==> src/rtl/rf_access_arbiter.sv <==
// Arbitrates the single-port register file between decode reads and writeback writes.
// Optional write-before-read response bypass is enabled with RF_ARB_BYPASS_EN.
`ifndef RF_NOP
`define RF_NOP   2'd0
`endif
`ifndef RF_READ
`define RF_READ  2'd1
`endif
`ifndef RF_WRITE
`define RF_WRITE 2'd2
`endif

module rf_access_arbiter #(
  parameter int unsigned LEN           = 32,
  parameter int unsigned MAX_WR_STREAK = 4
) (
  input  logic           clk,
  input  logic           rst,
  input  logic           rdy_in,
  input  logic           rd_req_valid,
  output logic           rd_req_ready,
  input  logic [4:0]     rd_rs1,
  input  logic [4:0]     rd_rs2,
  output logic           rsp_valid,
  output logic [LEN-1:0] rsp_rs1_data,
  output logic [LEN-1:0] rsp_rs2_data,
  input  logic           wb_valid,
  output logic           wb_ready,
  input  logic [4:0]     wb_rd,
  input  logic [LEN-1:0] wb_data,
  output logic [1:0]     rf_signal,
  output logic [4:0]     rf_rs1,
  output logic [4:0]     rf_rs2,
  output logic [4:0]     rf_rd,
  output logic [LEN-1:0] rf_data,
  input  logic [LEN-1:0] rf_rs1_data,
  input  logic [LEN-1:0] rf_rs2_data
);

  localparam logic [3:0] MAX_S = 4'(MAX_WR_STREAK);

  logic           rsp_pending;
  logic [3:0]     streak;
  logic [4:0]     cap_rs1, cap_rs2;
  logic [4:0]     rd_q;
  logic [LEN-1:0] data_q;

  logic active, real_wr, zero_wr, grant_wr, grant_rd;

  assign active   = rst & rdy_in;
  assign real_wr  = wb_valid & (wb_rd != 5'd0);
  assign zero_wr  = wb_valid & (wb_rd == 5'd0);
  assign grant_wr = active & real_wr & (~rd_req_valid | (streak < MAX_S));
  assign grant_rd = active & rd_req_valid & ~grant_wr;

  assign rd_req_ready = grant_rd;
  assign wb_ready     = grant_wr | (active & zero_wr);
  assign rsp_valid    = rsp_pending & rdy_in & rst;

  always_ff @(posedge clk or negedge rst) begin
    if (!rst) begin
      rsp_pending <= 1'b0;
      streak      <= '0;
      cap_rs1     <= '0;
      cap_rs2     <= '0;
      rd_q        <= '0;
      data_q      <= '0;
    end else begin
      if (grant_rd) begin
        rsp_pending <= 1'b1;
        cap_rs1     <= rd_rs1;
        cap_rs2     <= rd_rs2;
      end else if (rsp_valid) begin
        rsp_pending <= 1'b0;
      end
      // A write granted while a read waits can only happen below MAX_S, so no overflow.
      if (!rd_req_valid || grant_rd)
        streak <= '0;
      else if (grant_wr)
        streak <= streak + 4'd1;
      if (grant_wr) begin
        rd_q   <= wb_rd;
        data_q <= wb_data;
      end
    end
  end

  // Index/data outputs keep their last driven values while the port is idle.
  always_comb begin
    rf_signal = `RF_NOP;
    rf_rs1    = cap_rs1;
    rf_rs2    = cap_rs2;
    rf_rd     = rd_q;
    rf_data   = data_q;
    if (grant_wr) begin
      rf_signal = `RF_WRITE;
      rf_rd     = wb_rd;
      rf_data   = wb_data;
    end else if (grant_rd) begin
      rf_signal = `RF_READ;
      rf_rs1    = rd_rs1;
      rf_rs2    = rd_rs2;
    end
  end

  always_comb begin
    rsp_rs1_data = (cap_rs1 == 5'd0) ? '0 : rf_rs1_data;
    rsp_rs2_data = (cap_rs2 == 5'd0) ? '0 : rf_rs2_data;
`ifdef RF_ARB_BYPASS_EN
    if (rsp_pending && grant_wr && (wb_rd == cap_rs1)) rsp_rs1_data = wb_data;
    if (rsp_pending && grant_wr && (wb_rd == cap_rs2)) rsp_rs2_data = wb_data;
`endif
  end

endmodule

==> config.mk <==
export PLATFORM = sky130hd
export DESIGN_NAME = rf_access_arbiter
export DESIGN_NICKNAME = d
export VERILOG_FILES = /design/src/rtl/rf_access_arbiter.sv
export SDC_FILE = /design/constraint.sdc
export NUM_CORES = 1
export LEC_CHECK = 0
export CORE_MARGIN = 2
export CORE_UTILIZATION = 29
export DETAILED_ROUTE_END_ITERATION = 10
export PLACE_DENSITY = 0.77
export SYNTH_ARGS = -nofsm -noshare
export SYNTH_HDL_FRONTEND = slang
export SYNTH_SLANG_ARGS = --single-unit
==> constraint.sdc <==
create_clock -name clk -period 1.6 [get_ports clk]
set_input_delay 0.16 -clock clk [delete_from_list [all_inputs] [get_ports clk]]
set_output_delay 0.16 -clock clk [all_outputs]
set_load 0.02 [all_outputs]
==> impl_summary.md, run 1 <==
GRT
The initial antenna violation count came to 0. Global routing finished with a remaining overflow of 0. The maximum number of pins on one net before global-route repair is 29. The global-route wire length before repair is 16200 um. The total track usage is 0.206. The number of global-route vias before repair is 3025.

Worst hold path
The class of the tightest hold or removal check is in2reg. The start point of the worst hold path is wb_rd[3].

Drt
The remaining antenna violation count after routing is 0. Dividing the detail-routed via count by the number of cells gives 4.61. The average wire length per cell after detail routing is 19.3 um. For this block, the initial DRC count from the detailed router was 86. Across all layers, the routed design uses 3033 vias.

The overall routed net length is 12700 um. For this run, design rule violations remaining after detail routing come to 0. The detailed-router iteration count before antenna repair is 4.

Synth
By area the synthesized netlist is led by dfrtp_1 47%, mux2_4 15%, nor2b_1 14%. The per-instance average area after synthesis is 12.8 sq um. The sequential area share after synthesis is 0.471.

The fraction of registers with async set or reset after synthesis is 1.00. In this run, synthesis produced a sequential element count of 52. In the synthesized netlist, the cells that appear most often are 64 x nor2b_1, 52 x dfrtp_1, 28 x mux2_4.

Counting every instance in the synthesized netlist gives 215. The post-synthesis cell area is 2760 sq um. Summed over all instances, the cell type with the most area after synthesis is dfrtp_1. In the post-synthesis netlist, the cell with the most instances is nor2b_1. Yosys printed 0 warnings. After synthesis, the netlist uses 26 different library cells. In the synthesized netlist the dominant register cell turns out to be dfrtp_1. The post-synthesis net count is 332.

The share of synthesized area in the top cell type comes to 0.471. Yosys mapped a number of flops with a built-in enable equal to 0.

Critical path
For the worst setup path, the data required time is 1.44 ns. By startpoint and endpoint, the worst setup path is classified as reg2out. The slack of the worst reg-to-reg path is -0.32 ns. The end of the worst register-to-register path is cap_rs1[3]$_DFF_PN0_. Of all nets on the critical path, the largest fanout is 5. For the worst setup path, the data arrival time is 2.05 ns. The slowest stage of the critical path is the dfrtp_1 cell. The start point of the critical path is streak[3]$_DFFE_PN0P_. The kind of cell adding the most delay to the critical path is buffers and inverters. The delay of the slowest cell on the worst path is 0.41 ns. The worst register-to-register path has a depth of 9. The worst setup path is captured at a primary output. In this run the worst setup path terminates at rf_data[8]. The worst setup path is launched from a flip-flop. The sum of buffers and inverters on the critical path is 3. In this run the number of cells on the critical path is 7. In this run the critical register-to-register path is launched from streak[3]$_DFFE_PN0P_. Traced cell by cell, the critical path runs through o21ai_2 -> o211ai_4 -> or2_4 -> buf_12 -> buf_16 -> mux2_4 -> buf_6.

Final layout
The finished layout cell area is 6730 sq um. Compared with the post-synthesis result, the final layout area differs by 144%. The count of antenna diodes in the layout is 0.

The fraction of layout cells with a size suffix above 1 is 0.609. The final layout contains 645 nets.

Timing
Setup violations remaining at the end of the flow were counted as 149. The number of hold-slack violations in the final timing report is 0. At the pin with the least slew margin, the transition time is 0.343 ns. Setup repair after global routing could not meet its margin everywhere. The setup TNS is -59.80 ns.

For the final database, setup skew stands at 0.0175 ns. The achievable frequency is 0.452 GHz. The final worst-path cycle share is 1.38.

The final critical delay including setup and external delays is 2.21 ns. Headroom to the max-slew limit came out at 0.772. The hold slack is 0.0961 ns. Across all setup checks in the final design, the least slack found is -0.615 ns. The number of slew-limit violations in the final report is 0.

Die
The total core area is 9240 sq um. The full die area is 10300 sq um. The floorplan has 35 rows. The number of primary I/O pins is 232. The starting density of the core is 0.299. The x dimension of the die is 102 um. The die is 102 um tall.

Power and ir drop
The overall power is 0.00606 W. Power spread over the standard cell area amounts to 901 nW/um^2. The analysis attributes to cell leakage a power of 3.31 nW. The maximum ir drop on the vdd rail is 0.000652 V.

CTS
At the later pin of the worst-skew pair, clock insertion delay measures 0.31 ns. The buffer levels on the longest clock path is 2. TritonCTS built the clock tree. The number of clock buffers added by TritonCTS is 5. Clock-pin slew was measured on the worst setup and hold paths at 0.10 ns. The H-tree depth is 2. The clock tree root driver cell is clkbuf_8. The tree built by TritonCTS fans out to 52 sinks.

Place
The total cell area at the placement stage is 5410 sq um. Port buffering added 231 buffers. The half-perimeter wire length of the detailed placement result is 7610 um. The last weighted congestion value of the routability-driven placer is 0.776.

Outcome
The final reports fail on negative setup slack. The run finished, with violations left.

Job
The number of max-cap violations is 0.
[how the worst min path moves through the flow]
stage / slack [ns] / depth (start not counted) / to
floorplan: -0.14 / 0 / cap_rs1[0]$_DFF_PN0_
global placement: 0.22 / 2 / streak[0]$_DFFE_PN0P_
detailed placement: 0.22 / 2 / streak[0]$_DFFE_PN0P_
CTS: 0.09 / 2 / rd_q[3]$_DFF_PN0_
global route: 0.09 / 2 / rd_q[3]$_DFF_PN0_
finish: 0.1 / 2 / rd_q[3]$_DFF_PN0_
[worst register-to-register path, stage by stage (launching register included)]
cell and delay (ns):
dfrtp_1 0.41, o21ai_2 0.22, o211ai_4 0.11, buf_6 0.13
and3_4 0.17, buf_12 0.14, buf_6 0.11, buf_8 0.13
buf_6 0.12, mux2_4 0.28
[sequential cells by signal (all words and copies together) (netlist names)]
signal	cells
rsp_pending	1
rd_q	5
cap_rs1	5
cap_rs2	5
streak	4
data_q	32
[logic make-up (layout without fill, tap and decap cells)]
group | Yosys count | after routing | share of synthesized area
multiplexers | 57 | 57 | 0.270
AO/OA/AOI/OAI | 7 | 7 | 0.0190
AND/OR/NAND/NOR | 82 | 82 | 0.182
buffers and inverters | 16 | 330 | 0.0530
adder cells (fa/ha/maj) | 1 | 1 | 0.00453
flip-flops | 52 | 52 | 0.471
[where the power goes]
part,switching (W),internal (W),total (W)
clock,0.000471,0.000630,0.00110
combinational,0.00139,0.00192,0.00330
sequential,0.000104,0.00155,0.00166
[through the flow]
| stage | setup slack (ns) | std cells | util |
|---|---|---|---|
| after floorplan | -0.210 | 215 | - |
| after global placement | -1.24 | 584 | 0.585 |
| after detailed placement | -1.27 | 584 | 0.585 |
| after CTS | -0.633 | 643 | 0.670 |
| after global routing | -0.692 | 658 | 0.728 |
| final | -0.615 | 658 | 0.728 |
[layer usage]
metal	global-route usage	up-vias	wire length [um]
met4	0.0499	0	407
met1	0.229	1493	4410
li1	-	1350	-
met2	0.385	154	6910
met3	0.0559	36	993
met5	0	-	0
[layout make-up]
cell class	instances	area, sq um
Clock buffer	5	68.8
Clock inverter	3	68.8
Fill cell	594	2510
Sequential cell	52	1300
Inverter	1	3.75
Tap cell	129	161
Timing Repair Buffer	321	3450
Multi-Input combinational cell	147	1670
[cell usage in the layout (no fill, tap or decap), drive strengths merged, types with 2 or more instances in the layout]
master and count:
nor2 3, clkdlybuf4s50 110, buf 208, clkbuf 7, and3 3, bufinv 2
dfrtp 52, inv 2, nor2b 64, o21ai 3, mux2 57, nand3 4
nand2 2, or4 3
[timing repair]
action	4_1_cts	5_1_grt
pin swaps	8	8
gates resized for setup	669	150
hold buffers	1	0
setup endpoints to repair	164	164
setup buffers	40	28
endpoints found under the hold margin	52	0
cloned	10	2
(Power assumes the default switching activity.)
==> inputs of run 2 (changes only) <==
--- a/config.mk
+++ b/config.mk
@@ -5,10 +5,11 @@
 export SDC_FILE = /design/constraint.sdc
 export NUM_CORES = 1
 export LEC_CHECK = 0
-export CORE_MARGIN = 2
-export CORE_UTILIZATION = 29
+export CORE_AREA = 2 2 90 92
 export DETAILED_ROUTE_END_ITERATION = 10
-export PLACE_DENSITY = 0.77
+export DIE_AREA = 0 0 92 94
+export DONT_BUFFER_PORTS = 1
+export MAX_ROUTING_LAYER = met4
 export SYNTH_ARGS = -nofsm -noshare
 export SYNTH_HDL_FRONTEND = slang
 export SYNTH_SLANG_ARGS = --single-unit
==> impl_summary.md, run 2 (synthesis results as in run 1) <==
Timing
The post-route clock skew came to 0.00262 ns (-0.0149 ns). The final critical delay including setup and external delays is 2.02 ns (-0.199 ns). The number of hold-slack violations in the final timing report was 0 (unchanged). The transition time at the pin with the least slew margin came to 0.264 ns (-0.0781 ns). The setup-violating endpoint count in the final report is 161 (+8.1%).

Setup repair after global routing could not meet its margin everywhere. The number of slew-limit violations in the final report is 0 (unchanged). The final worst-path cycle share was 1.26 (-0.124). The hold slack came to 0.0270 ns (-0.0690 ns). The final setup slack of the worst path is -0.416 ns (+0.199 ns). The achievable frequency was 0.496 GHz (+9.9%). The worst slew slack as a fraction of its limit is 0.824 (+0.0521).

Final layout
The count of fill cells added during filler insertion is 607 (+2.2%). The count of antenna diodes in the layout was 0 (unchanged). The post-layout net count came to 413 (-36%). The number of flip-flops under the largest register name is 32 (unchanged).

The final core utilization is 0.555 (-0.173). Relative to the synthesized area, the layout overhead comes to 52.7%. The leading cell type in the layout, fill and taps excluded is mux2_4. The library cells used most frequently in the layout, excluding fill and tap cells, are 55 x mux2_4, 52 x dfrtp_1, 46 x buf_4, 32 x nor2b_4, 32 x nor2b_1.

The fraction of layout cells with a size suffix above 1 is 0.616 (+0.00747). The register with the most flip-flops in the final layout is data_q.

Critical path
The slowest stage of the critical path is the dfrtp_1 cell. The slack of the worst reg-to-reg path is -0.21 ns (+0.11 ns). The signal on the critical path passes through o21ai_2 -> o211ai_2 -> or2_4 -> clkbuf_16 -> mux2_4. The largest fanout on the critical path is 7 (+2). The critical path endpoint category is a primary output.

The arrival time at the worst endpoint is 1.86 ns (-0.19 ns). The worst setup path is launched from a flip-flop. The required arrival time at the worst endpoint was 1.44 ns (about the same).

The sum of buffers and inverters on the critical path came to 1 (-2). The delay of the slowest cell on the worst path came to 0.40 ns (about the same). In this design, the largest share of critical-path delay is due to flip-flops. The critical path class is reg2out.

Place
The half-perimeter wire length of the detailed placement result is 5860 um (-23%). The number of I/O port buffers was 0 (-100%). The last weighted congestion value of the routability-driven placer is 0.781 (+0.59%).

GRT
The global routing met3 resource utilization is 0.0474 (-0.00855). The most utilized layer in the global route result is met2. The global-route wire length before repair was 11700 um (-28%).

The met2 global-route usage was 0.325 (-0.0598). The residual overflow from global routing is 0 (unchanged). The total track usage was 0.183 (-0.0229).

The initial antenna violation count is 0 (unchanged). The met1 usage came to 0.207 (-0.0220). The number of global-route vias before repair is 2015 (-33%). The maximum number of pins on one net before global-route repair is 53 (+83%).

CTS
The tree is rooted in a clkbuf_8. The clock-pin slew reported for the worst setup and hold paths after clock tree synthesis is 0.09 ns (about the same). The CTS buffer count was 5 (unchanged). The buffer levels on the longest clock path is 2 (unchanged). TritonCTS built the clock tree.

The insertion delay of the later-clocked pin in the worst-skew pair is 0.30 ns (about the same). The number of sinks handled by clock tree synthesis is 52 (unchanged). The H-tree depth is 2 (unchanged).

Drt
The detailed-route via count came to 2010 (-34%). The number of DRC violations after detailed-routing iteration 0 is 66 (-23%). The remaining antenna violation count after routing was 0 (unchanged). The mean number of vias per cell is 5.04 (+9.3%). The detailed-router iteration count before antenna repair is 4 (unchanged). The overall routed net length came to 9020 um (-29%). The average wire length per cell after detail routing is 22.6 um (+17%). The post-detailed-route DRC marker count is 0 (unchanged).

Power and ir drop
The share of power burned in combinational logic is 0.434 (-0.111). The switching power as a share of total power is 0.356 (+0.0318). The switching power total is 0.00161 W (-18%).

The leakage power came to 2.12 nW (-36%). The internal power component came to 0.00293 W (-29%). The clock power share is 0.198 (+0.016). The maximum ir drop on the vdd rail is 0.000582 V (-11%).

The relative contribution of sequential cells to total power was 0.367 (+0.094). The power per standard cell area came to 1080 nW/um^2 (+19%).

Die
The starting density of the core was 0.363 (+0.0642). The height of the die is 94 um (-7.5%). The x dimension of the die is 92 um (-9.5%). The total core area is 7610 sq um (-18%). The number of rows created at floorplan is 32 (-8.6%). The full die area is 8650 sq um (-16%). The number of primary I/O pins came to 232 (unchanged).

Job
The number of max-cap violations is 0 (unchanged).

Outcome
The final reports fail on negative setup slack. The run finished, with violations left.

Worst hold path
The min-delay analysis places its worst path in the category in2reg.
## run 2: power groups by stage
stage	clock, W	sequential [W]	combinational [W]
final	0.000900	0.00167	0.00197
after floorplan	0	0.00164	0.00126
after global routing	0.000991	0.00170	0.00205
after detailed placement	0	0.00168	0.00158
after global placement	0	0.00167	0.00157
after CTS	0.000928	0.00166	0.00187
## run 2: path summary, 6_finish.rpt
kind                                         startpoint                       to  cells after the start
worst max-delay path              streak[3]$_DFFE_PN0P_              rf_data[12]                      5
worst min-delay path                       rd_req_valid    streak[2]$_DFFE_PN0P_                      2
worst max register to register    streak[3]$_DFFE_PN0P_     cap_rs1[4]$_DFF_PN0_                      8
worst min register to register  rsp_pending$_DFFE_PN0P_  rsp_pending$_DFFE_PN0P_                      1
max in group asynchronous                           rst     data_q[30]$_DFF_PN0_                      2
min in group asynchronous                           rst     cap_rs2[4]$_DFF_PN0_                      2
## run 2: area by class of cell
class,count,area (sq um),share of cell area
inverters,1,3.75,0.000890
flip-flops and latches,52,1300,0.308
clock inverters,2,35.0,0.00830
well taps,102,128,0.0302
multi-input cells,147,1690,0.401
clock buffers,6,72.6,0.0172
repair buffers,89,988,0.234
## run 2: per-stage QoR
step	setup TNS (ns)	instance area [sq um]	setup slack (ns)	cells	power [W]
2_1_floorplan	-14.72	2850	-0.210	215	0.00291
3_3_place_gp	-21.65	3250	-0.299	350	0.00324
3_5_place_dp	-23.32	3250	-0.319	350	0.00326
4_1_cts	-41.36	4010	-0.383	389	0.00446
5_1_grt	-54.19	4220	-0.484	399	0.00474
6_report	-44.78	4220	-0.416	399	0.00454
## run 2: what timing repair did
| item | in CTS | in global routing |
|---|---|---|
| hold buffers | 13 | 0 |
| resized for setup | 81 | 26 |
| setup buffers | 14 | 7 |
| pin swaps | 3 | 6 |
| endpoints found under the hold margin | 64 | 0 |
| setup endpoints to repair | 161 | 161 |
| gates cloned | 4 | 5 |
## run 2: layer usage
metal	up-vias	routed length, um
met5	-	0
met4	0	189
met3	10	678
met2	114	4850
met1	1005	3300
li1	881	-
==> inputs of run 3 (changes only) <==
--- a/config.mk
+++ b/config.mk
@@ -9,7 +9,6 @@
 export DETAILED_ROUTE_END_ITERATION = 10
 export DIE_AREA = 0 0 92 94
 export DONT_BUFFER_PORTS = 1
-export MAX_ROUTING_LAYER = met4
 export SYNTH_ARGS = -nofsm -noshare
 export SYNTH_HDL_FRONTEND = slang
 export SYNTH_SLANG_ARGS = --single-unit
==> impl_summary.md, run 3 (synthesis results as in run 1) <==
Place
The number of I/O port buffers was 0 (unchanged). The number of cells in the design after placement came to 350 (unchanged). The last weighted congestion value of the routability-driven placer is 0.771 (-1.3%). The half-perimeter wire length of the detailed placement result was 5860 um (unchanged).

Timing
The number of hold-slack violations in the final timing report is 0 (unchanged). The transition time at the pin with the least slew margin is 0.262 ns (-0.00206 ns). The worst slew slack as a fraction of its limit is 0.825 (+0.00137). Setup repair after global routing could not meet its margin everywhere. The hold slack is 0.0253 ns (-0.00173 ns). The post-route clock skew is 0.00269 ns (+0.0000728 ns).

The final worst-path cycle share is 1.26 (-0.00162). The setup-violating endpoint count in the final report is 161 (unchanged). The final setup slack of the worst path is -0.413 ns (+0.00259 ns). The achievable frequency is 0.497 GHz (+0.13%). The number of slew-limit violations in the final report was 0 (unchanged). The final critical delay including setup and external delays is 2.01 ns (-0.00259 ns).

Power and ir drop
The internal power component is 0.00292 W (-0.20%). The power per standard cell area is 1080 nW/um^2 (+0.69%). The leakage power is 2.10 nW (-0.90%). The switching power as a share of total power is 0.356 (+0.000747). The switching power total is 0.00162 W (+0.12%). The clock power share is 0.199 (about the same). The share of power burned in combinational logic is 0.433 (about the same). The relative contribution of sequential cells to total power was 0.368 (about the same).

The maximum ir drop on the vdd rail was 0.000587 V (+0.81%).

CTS
The root buffer cell chosen for the clock tree is clkbuf_8. The CTS tree is done. The CTS buffer count is 5 (unchanged). The H-tree depth is 2 (unchanged). The clock-pin slew reported for the worst setup and hold paths after clock tree synthesis was 0.09 ns (about the same). The number of sinks handled by clock tree synthesis was 52 (unchanged). The insertion delay of the later-clocked pin in the worst-skew pair is 0.30 ns (about the same). The buffer levels on the longest clock path is 2 (unchanged).

Drt
The detailed-router iteration count before antenna repair is 4 (unchanged). The detailed-route via count is 1996 (-0.70%). The mean number of vias per cell came to 5.03 (-0.20%). The overall routed net length was 8920 um (-1.1%). The number of DRC violations after detailed-routing iteration 0 came to 62 (-6.1%). The post-detailed-route DRC marker count is 0 (unchanged). The average wire length per cell after detail routing is 22.5 um (-0.57%). The remaining antenna violation count after routing is 0 (unchanged).

Final layout
The layout overhead on the synthesized area is 51.5%. The fraction of layout cells with a size suffix above 1 is 0.614 (-0.00260). The number of flip-flops under the largest register name is 32 (unchanged). The count of antenna diodes in the layout is 0 (unchanged). Leaving out fill and tap cells, the most frequent cells in the layout are 55 x mux2_4, 52 x dfrtp_1, 45 x buf_4, 32 x nor2b_4, 32 x nor2b_1. The final non-filler cell total is 397 (-0.50%). The library cell used most frequently in the layout, excluding fill and tap cells, is mux2_4. The largest register by flop count is data_q. The post-layout net count is 411 (-0.48%).

The final core utilization came to 0.550 (-0.00428).

Critical path
The largest fanout on the critical path was 14 (+7). The critical path endpoint category is a primary output. The kind of launch point of the worst setup path is a flip-flop. The arrival time at the worst endpoint was 1.85 ns (about the same). The critical path class is reg2out. The required arrival time at the worst endpoint is 1.44 ns (about the same).

Outcome
The checks that failed: negative setup slack. The flow ran to the end, but the final reports show violations.

Die
The x dimension of the die came to 92 um (unchanged). The height of the die is 94 um (unchanged). The number of primary I/O pins is 232 (unchanged). The number of rows created at floorplan is 32 (unchanged). The full die area is 8650 sq um (unchanged).

The total core area came to 7610 sq um (unchanged). The starting density of the core is 0.363 (unchanged).

GRT
The global-route wire length before repair is 11600 um (-0.24%). The maximum number of pins on one net before global-route repair is 53 (unchanged). The initial antenna violation count was 0 (unchanged). The residual overflow from global routing is 0 (unchanged). The total track usage was 0.177 (-0.00544). The number of global-route vias before repair is 2022 (+0.35%).

Job
The number of max-cap violations is 0 (unchanged).

Worst hold path
The class of the tightest hold or removal check is in2reg.
[run 3: cell types whose count changed in the layout (fill, tap and decap cells not counted)]
| cell | previous run | this run |
|---|---|---|
| a21boi_0 | 0 | 1 |
| clkbuf_16 | 4 | 3 |
| a21boi_1 | 1 | 0 |
| buf_4 | 46 | 45 |
[run 3: path summary, 6_finish.rpt]
kind	startpoint	to	slack (ns)	depth (start not counted)
max	streak[3]$_DFFE_PN0P_	rf_data[13]	-0.41	5
min in group asynchronous	rst	cap_rs2[4]$_DFF_PN0_	0.39	2
max reg2reg	streak[3]$_DFFE_PN0P_	cap_rs1[4]$_DFF_PN0_	-0.14	7
min reg2reg	rsp_pending$_DFFE_PN0P_	rsp_pending$_DFFE_PN0P_	0.49	1
max in group asynchronous	rst	data_q[30]$_DFF_PN0_	0.98	2
min	rd_req_valid	streak[2]$_DFFE_PN0P_	0.03	2
[run 3: worst max-delay path, stage by stage (launching register included)]
cell and delay [ns]:
dfrtp_1 0.40, o21ai_2 0.19, o211ai_2 0.14, or2_4 0.30
buf_12 0.17, mux2_4 0.35
[run 3: per-layer routing]
metal | up-vias | GRT usage | wire (um)
li1 | 880 | - | -
met1 | 986 | 0.199 | 3250
met2 | 120 | 0.329 | 4760
met3 | 10 | 0.0530 | 720
met4 | 0 | 0.0435 | 189
met5 | - | 0 | 0
[run 3: metrics by stage]
step,cell area (sq um),setup slack (ns),setup TNS [ns],total power [W]
floorplan,2850,-0.210,-14.72,0.00291
global placement,3250,-0.299,-21.65,0.00324
detailed placement,3250,-0.319,-23.32,0.00326
CTS,4010,-0.383,-41.36,0.00446
global route,4190,-0.488,-53.79,0.00472
finish,4190,-0.413,-43.57,0.00454
[run 3: power by group through the flow]
| stage | Sequential (W) | Combinational [W] | Clock [W] |
|---|---|---|---|
| 2_1_floorplan | 0.00164 | 0.00126 | 0 |
| 3_3_place_gp | 0.00167 | 0.00157 | 0 |
| 3_5_place_dp | 0.00168 | 0.00158 | 0 |
| 4_1_cts | 0.00166 | 0.00187 | 0.000928 |
| 5_1_grt | 0.00169 | 0.00205 | 0.000985 |
| 6_report | 0.00167 | 0.00196 | 0.000905 |
[run 3: layout make-up]
type	instances	area (sq um)
Multi-Input combinational cell	147	1690
Tap cell	102	128
Clock inverter	2	35.0
Fill cell	609	3420
Clock buffer	6	72.6
Inverter	1	3.75
Timing Repair Buffer	87	956
Sequential cell	52	1300
[run 3: repair_timing]
item,CTS,global route
endpoints found under the hold margin,64,0
resized for setup,81,25
setup buffers,14,6
cloned,4,4
pin swaps,3,5
setup endpoints to repair,161,161
hold buffers,13,0
